[src/rtl/uart_pkg.sv]
// uart_pkg: shared definitions for the UART receive path.
//   - parity mode encodings used by the PARITY parameter
//   - receiver FSM state enumeration
//   - calc_div(): clocks per 16x oversample tick, truncated
package uart_pkg;

    localparam int PAR_NONE = 0;
    localparam int PAR_ODD  = 1;
    localparam int PAR_EVEN = 2;

    typedef enum logic [2:0] {
        ST_IDLE,
        ST_START,
        ST_DATA,
        ST_PARITY,
        ST_STOP,
        ST_BREAK
    } rx_state_t;

    function automatic int calc_div(input int clk_freq, input int bps);
        return clk_freq / (bps * 16);
    endfunction

endpackage

[src/rtl/uart_rx_fifo.sv]
// uart_rx_fifo: small show-ahead FIFO.
//   clk, rst          clock, asynchronous active-high reset (empties the FIFO)
//   wr_en, wr_data    push request; ignored when full unless a pop happens in the same cycle
//   rd_en             pop request; ignored when empty
//   rd_data           head entry, read combinationally from storage (zero while empty)
//   full, empty       occupancy flags
module uart_rx_fifo #(
    parameter int WIDTH = 10,
    parameter int DEPTH = 4
) (
    input  logic             clk,
    input  logic             rst,
    input  logic             wr_en,
    input  logic [WIDTH-1:0] wr_data,
    input  logic             rd_en,
    output logic [WIDTH-1:0] rd_data,
    output logic             full,
    output logic             empty
);

    localparam int ADDR_W = $clog2(DEPTH);

    logic [WIDTH-1:0] mem [DEPTH];
    logic [ADDR_W:0]  wr_ptr_reg;
    logic [ADDR_W:0]  rd_ptr_reg;
    logic             do_wr;
    logic             do_rd;

    // Extra pointer MSB distinguishes full from empty when the addresses match.
    assign empty = (wr_ptr_reg == rd_ptr_reg);
    assign full  = (wr_ptr_reg[ADDR_W] != rd_ptr_reg[ADDR_W]) &&
                   (wr_ptr_reg[ADDR_W-1:0] == rd_ptr_reg[ADDR_W-1:0]);

    assign do_rd = rd_en && !empty;
    // A pop in the same cycle frees the slot, so a push into a full FIFO still lands.
    assign do_wr = wr_en && (!full || do_rd);

    always_ff @(posedge clk) begin
        if (do_wr) begin
            mem[wr_ptr_reg[ADDR_W-1:0]] <= wr_data;
        end
    end

    always_ff @(posedge clk or posedge rst) begin
        if (rst) begin
            wr_ptr_reg <= '0;
            rd_ptr_reg <= '0;
        end else begin
            if (do_wr) begin
                wr_ptr_reg <= wr_ptr_reg + 1'b1;
            end
            if (do_rd) begin
                rd_ptr_reg <= rd_ptr_reg + 1'b1;
            end
        end
    end

    // Storage is not reset; gating keeps the head output at zero while empty.
    assign rd_data = empty ? '0 : mem[rd_ptr_reg[ADDR_W-1:0]];

endmodule

[src/rtl/uart_rx_multi.sv]
// uart_rx_multi: parametrised UART receiver with 16x oversampling and receive FIFO.
//   clk_50m      system clock
//   rst          asynchronous active-high reset
//   uart_rxd     serial input (asynchronous, idle high)
//   rx_data      head word of the receive FIFO
//   rx_perr      parity error flag stored with the head word
//   rx_ferr      framing error flag stored with the head word
//   rx_valid     FIFO non-empty
//   rx_ready     consumer accepts the head word when rx_valid & rx_ready
//   rx_break     one-cycle pulse when a break is detected
//   rx_overrun   sticky, set when a frame is dropped on a full FIFO
module uart_rx_multi
    import uart_pkg::*;
#(
    parameter int CLK_FREQ   = 50000000,
    parameter int UART_BPS   = 115200,
    parameter int DATA_BITS  = 8,
    parameter int PARITY     = 0,
    parameter int STOP_BITS  = 1,
    parameter int FIFO_DEPTH = 4
) (
    input  logic                 clk_50m,
    input  logic                 rst,
    input  logic                 uart_rxd,
    output logic [DATA_BITS-1:0] rx_data,
    output logic                 rx_perr,
    output logic                 rx_ferr,
    output logic                 rx_valid,
    input  logic                 rx_ready,
    output logic                 rx_break,
    output logic                 rx_overrun
);

    localparam int DIV    = calc_div(CLK_FREQ, UART_BPS);
    localparam int DIV_W  = (DIV > 1) ? $clog2(DIV) : 1;
    localparam int WORD_W = DATA_BITS + 2;

    generate
        if (DATA_BITS < 5 || DATA_BITS > 9) begin : g_bad_data_bits
            $error("uart_rx_multi: DATA_BITS must be in 5..9");
        end
        if (STOP_BITS < 1 || STOP_BITS > 2) begin : g_bad_stop_bits
            $error("uart_rx_multi: STOP_BITS must be 1 or 2");
        end
        if (PARITY < 0 || PARITY > 2) begin : g_bad_parity
            $error("uart_rx_multi: PARITY must be 0, 1 or 2");
        end
        if (DIV < 2) begin : g_bad_div
            $error("uart_rx_multi: CLK_FREQ/(UART_BPS*16) must be at least 2");
        end
    endgenerate

    // ---------------- input synchroniser and edge detect ----------------
    // All stages reset high so reset itself never looks like a start edge.
    logic       rxd_meta_reg;
    logic       rxd_sync_reg;
    logic       rxd_prev_reg;
    logic [1:0] warm_cnt_reg;
    logic       fall_edge;

    always_ff @(posedge clk_50m or posedge rst) begin
        if (rst) begin
            rxd_meta_reg <= 1'b1;
            rxd_sync_reg <= 1'b1;
            rxd_prev_reg <= 1'b1;
            warm_cnt_reg <= 2'd0;
        end else begin
            rxd_meta_reg <= uart_rxd;
            rxd_sync_reg <= rxd_meta_reg;
            rxd_prev_reg <= rxd_sync_reg;
            if (warm_cnt_reg != 2'd3) begin
                warm_cnt_reg <= warm_cnt_reg + 2'd1;
            end
        end
    end

    // Edges only count once rxd_prev_reg holds a real pin sample, so a line
    // that is already low when reset releases does not start a frame.
    assign fall_edge = (warm_cnt_reg == 2'd3) && rxd_prev_reg && !rxd_sync_reg;

    // ---------------- oversample tick and bit timing ----------------
    rx_state_t            state_reg;
    rx_state_t            state_next;
    logic [DIV_W-1:0]     div_cnt_reg;
    logic [3:0]           smp_cnt_reg;
    logic                 vote7_reg;
    logic                 vote8_reg;
    logic                 tick;
    logic                 start_det;
    logic                 bit_dec;
    logic                 bit_val;

    assign tick      = (div_cnt_reg == DIV_W'(DIV - 1));
    assign start_det = (state_reg == ST_IDLE) && fall_edge;

    always_ff @(posedge clk_50m or posedge rst) begin
        if (rst) begin
            div_cnt_reg <= '0;
            smp_cnt_reg <= 4'd0;
            vote7_reg   <= 1'b1;
            vote8_reg   <= 1'b1;
        end else if (start_det) begin
            div_cnt_reg <= '0;
            smp_cnt_reg <= 4'd0;
        end else begin
            if (tick) begin
                div_cnt_reg <= '0;
                // 4-bit counter wraps every 16 ticks, i.e. once per bit
                smp_cnt_reg <= smp_cnt_reg + 4'd1;
                if (smp_cnt_reg == 4'd7) begin
                    vote7_reg <= rxd_sync_reg;
                end
                if (smp_cnt_reg == 4'd8) begin
                    vote8_reg <= rxd_sync_reg;
                end
            end else begin
                div_cnt_reg <= div_cnt_reg + 1'b1;
            end
        end
    end

    // Bit decision on sample 9, majority of samples 7, 8 and 9.
    assign bit_dec = tick && (smp_cnt_reg == 4'd9);
    assign bit_val = (vote7_reg & vote8_reg) | (vote7_reg & rxd_sync_reg) |
                     (vote8_reg & rxd_sync_reg);

    // ---------------- frame datapath ----------------
    logic [DATA_BITS-1:0] shift_reg;
    logic [3:0]           data_cnt_reg;
    logic                 stop_cnt_reg;
    logic                 perr_reg;
    logic                 ferr_reg;
    logic                 last_data;
    logic                 last_stop;
    logic                 break_cond;
    logic                 par_err;

    assign last_data  = (data_cnt_reg == 4'(DATA_BITS - 1));
    assign last_stop  = (stop_cnt_reg == 1'(STOP_BITS - 1));
    assign break_cond = !stop_cnt_reg && !bit_val && (shift_reg == '0);
    // XOR over data plus parity bit: odd parity wants 1, even wants 0.
    assign par_err    = (PARITY == PAR_ODD) ? ~(^shift_reg ^ bit_val)
                                            :  (^shift_reg ^ bit_val);

    always_ff @(posedge clk_50m or posedge rst) begin
        if (rst) begin
            shift_reg    <= '0;
            data_cnt_reg <= 4'd0;
            stop_cnt_reg <= 1'b0;
            perr_reg     <= 1'b0;
            ferr_reg     <= 1'b0;
        end else begin
            case (state_reg)
                ST_IDLE: begin
                    if (fall_edge) begin
                        data_cnt_reg <= 4'd0;
                        stop_cnt_reg <= 1'b0;
                        perr_reg     <= 1'b0;
                        ferr_reg     <= 1'b0;
                    end
                end
                ST_DATA: begin
                    if (bit_dec) begin
                        shift_reg    <= {bit_val, shift_reg[DATA_BITS-1:1]};
                        data_cnt_reg <= data_cnt_reg + 4'd1;
                    end
                end
                ST_PARITY: begin
                    if (bit_dec) begin
                        perr_reg <= par_err;
                    end
                end
                ST_STOP: begin
                    if (bit_dec) begin
                        if (!bit_val) begin
                            ferr_reg <= 1'b1;
                        end
                        stop_cnt_reg <= stop_cnt_reg + 1'b1;
                    end
                end
                default: ;
            endcase
        end
    end

    // ---------------- FSM ----------------
    always_ff @(posedge clk_50m or posedge rst) begin
        if (rst) begin
            state_reg <= ST_IDLE;
        end else begin
            state_reg <= state_next;
        end
    end

    always_comb begin
        state_next = state_reg;
        case (state_reg)
            ST_IDLE: begin
                if (fall_edge) begin
                    state_next = ST_START;
                end
            end
            ST_START: begin
                if (bit_dec) begin
                    state_next = bit_val ? ST_IDLE : ST_DATA;
                end
            end
            ST_DATA: begin
                if (bit_dec && last_data) begin
                    state_next = (PARITY != PAR_NONE) ? ST_PARITY : ST_STOP;
                end
            end
            ST_PARITY: begin
                if (bit_dec) begin
                    state_next = ST_STOP;
                end
            end
            ST_STOP: begin
                if (bit_dec) begin
                    if (break_cond) begin
                        state_next = ST_BREAK;
                    end else if (last_stop) begin
                        state_next = ST_IDLE;
                    end
                end
            end
            ST_BREAK: begin
                if (rxd_sync_reg) begin
                    state_next = ST_IDLE;
                end
            end
            default: state_next = ST_IDLE;
        endcase
    end

    logic commit;
    logic brk_det;

    always_comb begin
        commit  = 1'b0;
        brk_det = 1'b0;
        if (state_reg == ST_STOP && bit_dec) begin
            if (break_cond) begin
                brk_det = 1'b1;
            end else if (last_stop) begin
                commit = 1'b1;
            end
        end
    end

    // ---------------- commit, FIFO and status ----------------
    logic              push_reg;
    logic [WORD_W-1:0] push_word_reg;
    logic              rx_break_reg;
    logic              rx_overrun_reg;
    logic [WORD_W-1:0] head_word;
    logic              fifo_full;
    logic              fifo_empty;
    logic              pop;

    always_ff @(posedge clk_50m or posedge rst) begin
        if (rst) begin
            push_reg       <= 1'b0;
            push_word_reg  <= '0;
            rx_break_reg   <= 1'b0;
            rx_overrun_reg <= 1'b0;
        end else begin
            push_reg     <= commit;
            rx_break_reg <= brk_det;
            if (commit) begin
                // the current stop decision is not yet folded into ferr_reg
                push_word_reg <= {ferr_reg | ~bit_val, perr_reg, shift_reg};
            end
            if (push_reg && fifo_full && !pop) begin
                rx_overrun_reg <= 1'b1;
            end
        end
    end

    assign pop = rx_valid && rx_ready;

    uart_rx_fifo #(
        .WIDTH (WORD_W),
        .DEPTH (FIFO_DEPTH)
    ) u_fifo (
        .clk     (clk_50m),
        .rst     (rst),
        .wr_en   (push_reg),
        .wr_data (push_word_reg),
        .rd_en   (pop),
        .rd_data (head_word),
        .full    (fifo_full),
        .empty   (fifo_empty)
    );

    assign rx_valid   = !fifo_empty;
    assign rx_data    = head_word[DATA_BITS-1:0];
    assign rx_perr    = head_word[DATA_BITS];
    assign rx_ferr    = head_word[DATA_BITS+1];
    assign rx_break   = rx_break_reg;
    assign rx_overrun = rx_overrun_reg;

endmodule

[config.mk]
export PLATFORM = sky130hd
export DESIGN_NAME = uart_rx_multi
export DESIGN_NICKNAME = d
export VERILOG_FILES = /design/src/rtl/uart_pkg.sv /design/src/rtl/uart_rx_fifo.sv /design/src/rtl/uart_rx_multi.sv
export SDC_FILE = /design/constraint.sdc
export NUM_CORES = 1
export LEC_CHECK = 0
export CORE_MARGIN = 2
export CORE_UTILIZATION = 45
export DETAILED_ROUTE_END_ITERATION = 8
export GPL_TIMING_DRIVEN = 0
export SYNTH_ARGS = -nofsm -noshare
export SYNTH_HDL_FRONTEND = slang
export SYNTH_SLANG_ARGS = --single-unit
[constraint.sdc]
create_clock -name clk_50m -period 6.2 [get_ports clk_50m]
set_input_delay 0.93 -clock clk_50m [delete_from_list [all_inputs] [get_ports clk_50m]]
set_output_delay 0.93 -clock clk_50m [all_outputs]
set_load 0.02 [all_outputs]
# After elaboration in Yosys (flattened, before gate mapping)
# Memory sizes are Yosys's and may differ from the RTL's.
# Index checks and enable logic that the tools add are counted.
# Widths: inputs -> output; s select.
[totals]
ff_bits = 53
mem_bits_rw = 40
out_inout_bits = 13
mem_count = 1
[mem_list]
columns = ["name", "words", "width", "read_ports", "rd_ports_with_merged_regs", "write_ports", "line_no", "text"]
rows = [
  ["u_fifo.mem", 4, 10, 1, 0, 1, "uart_rx_fifo.sv:23", "logic [WIDTH-1:0] mem [DEPTH];"],
]
[op_classes]
n_addsub = 7
n_eq_ne = 24
muxes = 33
n_bitwise = 9
reduce_logical = 36
[ops]
columns = ["cell", "count"]
rows = [
  ["$mux 3", 8],
  ["$ne 2x2->1 const B", 9],
  ["$pmux 3 s6", 1],
  ["$mux 4", 4],
  ["$reduce_and 3->1", 5],
  ["$logic_and 1x1->1", 14],
  ["$mux 1", 12],
  ["$mux 10", 1],
  ["$mux 5", 2],
  ["$add 4x1->4 const B", 2],
  ["$eq 4x3->1 const B", 2],
  ["$eq 4x4->1 const B", 2],
  ["$logic_not 8->1", 1],
  ["$pmux 4 s2", 1],
  ["$reduce_bool 2->1", 4],
  ["$reduce_xor 8->1", 1],
  ["$reduce_and 7->1", 1],
  ["$add 3x1->3 const B", 2],
  ["$eq 3x2->1 const B", 2],
  ["$eq 3x3->1 const B", 2],
  ["$logic_not 1->1", 6],
  ["$pmux 1 s2", 3],
  ["$add 5x1->5 const B", 1],
  ["$eq 5x5->1 const B", 1],
  ["17 further kinds", 22],
]

# Longest topological paths before layout
[depth]
word_depth = 9
mapped_depth = 7
depth_no_buf = 6

# By module
# From an unflattened synthesis, not the netlist that was laid out.
[unflattened]
cells_unflattened = 295
area_unflattened_um2 = 4125.2
[by_module_without_submodules]
columns = ["module", "n_inst", "cells_per_inst", "area_each_um2", "seq_area_each_um2"]
rows = [
  ["uart_rx_multi", 1, 196, 2202.1, 1182.4],
  ["uart_rx_fifo", 1, 99, 1923.1, 1351.3],
]

# Least setup slack after synthesis
# OpenSTA, ideal clock, no wires.
[synth_path]
path_kind = "register -> output"
startpoint = "register u_fifo.rd_ptr_reg[0]"
endpoint = "output rx_data[1]"
arrival_time_ns = 1.442
t_required_ns = 5.270
setup_slack_ns = 3.828
path_stages_with_launch = 4
path_cell_list = "dfrtp_1 buf_2 mux4_2 and2_1"
[synth_via]
elab_chain_len = 2
elab_cells_between_ends = 3
cone_classes = "eq/ne: 1; mux: 1; memory: 1"
[synth_rtl]
columns = ["item", "line_no", "text"]
rows = [
  ["start: declaration", "uart_rx_fifo.sv:25", "logic [ADDR_W:0] rd_ptr_reg;"],
  ["start signal: assignment", "uart_rx_fifo.sv:53", "rd_ptr_reg <= rd_ptr_reg + 1'b1;"],
  ["$mem_v2 4x10 / $eq 3x3->1 (equally long branches)", "--", ""],
  ["$mux 10 *", "uart_rx_fifo.sv:59", "assign rd_data = empty ? '0 : mem[rd_ptr_reg[ADDR_W-1:0]];"],
  ["end: declaration", "uart_rx_multi.sv:25", "output logic [DATA_BITS-1:0] rx_data,"],
]
# Every way passes the cells marked *; elsewhere a longest branch is shown, timed or not.

# Worst setup path in the final report
[layout_path]
startpoint = "register u_fifo.rd_ptr_reg[0]"
endpoint = "output rx_data[3]"
# Same word-level chain as after synthesis.

==> impl_metrics.ini <==
[routing]
wl_per_cell_um = 15.1
ant_nets = 0
drt_iter0_markers = 113
route.detailed.drc = 0
dr.pass1.iters = 4
via_count = 2302
totalWireLength_mm = 6.71
viasPerCell = 5.20

[grt]
grt-ovfl-total = 0
antenna_found_initial = 0
grt_usage_pct = 14.9
grt_pass1_vias = 2263
grt_pass1_wl_mm = 11.6
grt_max_degree = 42

[setup_path]
crit_chain = buf_2, mux4_2, and2_1, clkdlybuf4s50_1
required_ns = 5.27
cpMaxStageDelayCell = mux4_2
worstPathArrival_ns = 2.44
critPathMaxFanout = 10
slowest_delay_ns = 0.56
rr_worst_depth = 3
critPathKind = flop to output pin
cp-end-kind = output pin
start_kind = flop

[finish]
nFillCells = 789
largest_reg_flops = 40
area_growth_syn_to_layout_pct = 12.4
layout-drive-gt1-share_pct = 19.3
design.final.nets = 347
n_antenna_cell = 0

[sta]
hold_ws_ns = 0.362
clock.fmax_mhz = 297
rsz0062_at_grt = no
fin_tns_setup_ns = 0
setup_violations = 0
fin_crit_sh_pct = 54.3
finalHoldViolCount = 0
min_period_ns = 3.37
worst_pin_slew_ns = 1.02
worst_clock_skew_ns = 0.00715
fin_ws_ns = 2.83
maxSlewViolCount = 0
slew_headroom_pct = 31.9

[logic_synthesis]
synth_mux_area_share_pct = 11.3
syn_area_um2 = 4150
synth_xor_area_share_pct = 4.22
synth_edf_count = 40
yosys.area.top_type = dfrtp_1
netlist.area_leader.share_pct = 29.0
synth.most_common_cell = dfrtp_1
synthArstFlopShare_pct = 57.0
syn_inst = 299
synth_compound_area_share_pct = 3.29
synth_adder_area_share_pct = 5.10
ys_types = 44
synthTopCellsByArea = dfrtp_1 29%, edfxtp_1 29%, mux4_2 5.4%
yosysWarnings = 0
synth_top_family_by_area = simple AND/OR/NAND/NOR gates
ys_seq_elements = 93
syn_nets = 319
avgSynthCellArea_um2 = 13.9
ys_top_cells_by_count = 48 x dfrtp_1, 40 x edfxtp_1, 21 x inv_1, 21 x nand2_1, 19 x nor2_1
synthFlopType = dfrtp_1
ys_seq_area_share_pct = 61.1
synthSimpleGateAreaFrac_pct = 11.8

[placed_design]
dp_hpwl_mm = 4.62
pre_cts_slack_ns = 3.15
place.gp.congestion = 0.832
port_buffers = 16

[cts]
cts_buffer_depth = 2
h-tree-depth = 3
clock-sinks = 93
clkTransAtPathRegs_ns = 0.10
clockRootBuffer = clkbuf_8
cts_buffers = 9
cts_hold_buf = 0
clock_latency_ns = 0.35
cts_tree = yes
cts_resized = 0
post_cts_buffers = 0

[die]
coreArea_um2 = 9110
die_h_um = 100
initial_core_util_pct = 45.5
dieArea_um2 = 10000
rows = 35
ios = 17
die_w_um = 100

[hold_path]
hold_class = flop to flop
whs_path_depth = 0

[power]
sequentialPowerShare_pct = 48.6
pwr-share-comb_pct = 25.3
p_per_area_nw_per_um2 = 321
ir_drop_uv = 117
leakagePower_nw = 1.76
p_sw_uw = 475
clkPwrFrac_pct = 26.1
intPower_mw = 1.02
switching_share_pct = 31.8

[outcome]
status = finished, final reports clean

[flow_run]
drv_cap = 0
[final timing paths]
| path | start | to | slack (ns) |
|---|---|---|---|
| min in group asynchronous | rst | rx_overrun$_DFFE_PP0P_ | 0.83 |
| min reg2reg | rxd_meta_reg$_DFF_PP1_ | rxd_sync_reg$_DFF_PP1_ | 0.36 |
| min | rxd_meta_reg$_DFF_PP1_ | rxd_sync_reg$_DFF_PP1_ | 0.36 |
| max | u_fifo.rd_ptr_reg[0]$_DFFE_PP0P_ | rx_data[3] | 2.83 |
| max in group asynchronous | rst | rxd_meta_reg$_DFF_PP1_ | 4.79 |
| max reg2reg | u_fifo.wr_ptr_reg[0]$_DFFE_PP0P_ | u_fifo.mem[3][8]$_DFFE_PP_ | 4.05 |
[layout by cell type, fill, tap and decap left out, types with 3 or more instances in the layout]
master | Yosys | layout
mux2_4 | 9 | 9
and2_1 | 10 | 10
o21ai_0 | 11 | 11
buf_2 | 3 | 3
nor4_1 | 3 | 3
clkinv_4 | 0 | 3
nand4_1 | 3 | 3
mux4_2 | 10 | 10
clkbuf_8 | 0 | 9
nand2_1 | 21 | 21
mux2_2 | 8 | 8
nand3_1 | 8 | 8
dfstp_2 | 5 | 5
clkbuf_1 | 4 | 4
dfrtp_1 | 48 | 48
ha_1 | 16 | 16
nor3b_1 | 4 | 4
inv_1 | 21 | 20
a21oi_1 | 3 | 3
xor2_1 | 8 | 8
edfxtp_1 | 40 | 40
nor2_1 | 19 | 19
clkdlybuf4s50_1 | 0 | 16
xnor2_1 | 12 | 12
[per-stage QoR]
step                cells  util (%)  power [mW]  area [um^2]
floorplan             299         -        1.01         4150
global placement      426      48.8        1.12         4450
detailed placement    427      49.0        1.12         4470
CTS                   443      51.2        1.51         4660
global route          443      51.2        1.59         4660
finish                443      51.2        1.49         4660
[power groups by stage]
| stage | clock, mW | sequential (mW) | combinational, mW |
|---|---|---|---|
| 2_1_floorplan | 0 | 0.727 | 0.280 |
| 3_3_place_gp | 0 | 0.737 | 0.379 |
| 3_5_place_dp | 0 | 0.738 | 0.386 |
| 4_1_cts | 0.402 | 0.726 | 0.386 |
| 5_1_grt | 0.430 | 0.734 | 0.422 |
| 6_report | 0.390 | 0.726 | 0.378 |
[critical path: cells and delay by family (launching register included)]
family	cells	cell delay, ns
and+or+nand+nor	1	0.17
buffers and inverters	2	0.90
muxes	1	0.56
DFF	1	0.45
[layout make-up]
cell class / count / area [um^2] / share of cell area [%]
clock inverters: 7 / 70.1 / 1.50
flip-flops and latches: 93 / 2530 / 54.4
well taps: 111 / 139 / 2.98
inverters: 21 / 78.8 / 1.69
plain buffers: 9 / 52.6 / 1.13
repair buffers: 17 / 180 / 3.87
multi-input cells: 176 / 1480 / 31.8
clock buffers: 9 / 124 / 2.66
[cells by family (layout without fill, tap and decap cells)]
family	after synthesis	in the layout
AND/OR/NAND/NOR	88	88
flip-flops	93	93
XOR/XNOR	20	20
multiplexers	29	29
AO/OA/AOI/OAI	22	22
buffers and inverters	30	63
adder cells (fa/ha/maj)	17	17
[layer usage]
layer,share of wire (%),wire length (um),vias up,GRT usage (%)
met5,0,0,-,0
met4,1.2,82,0,5.06
met3,2.6,172,8,2.72
met2,49,3270,27,24.7
met1,47,3180,1147,19.8
li1,-,-,1120,-
(Power assumes the default switching activity.)
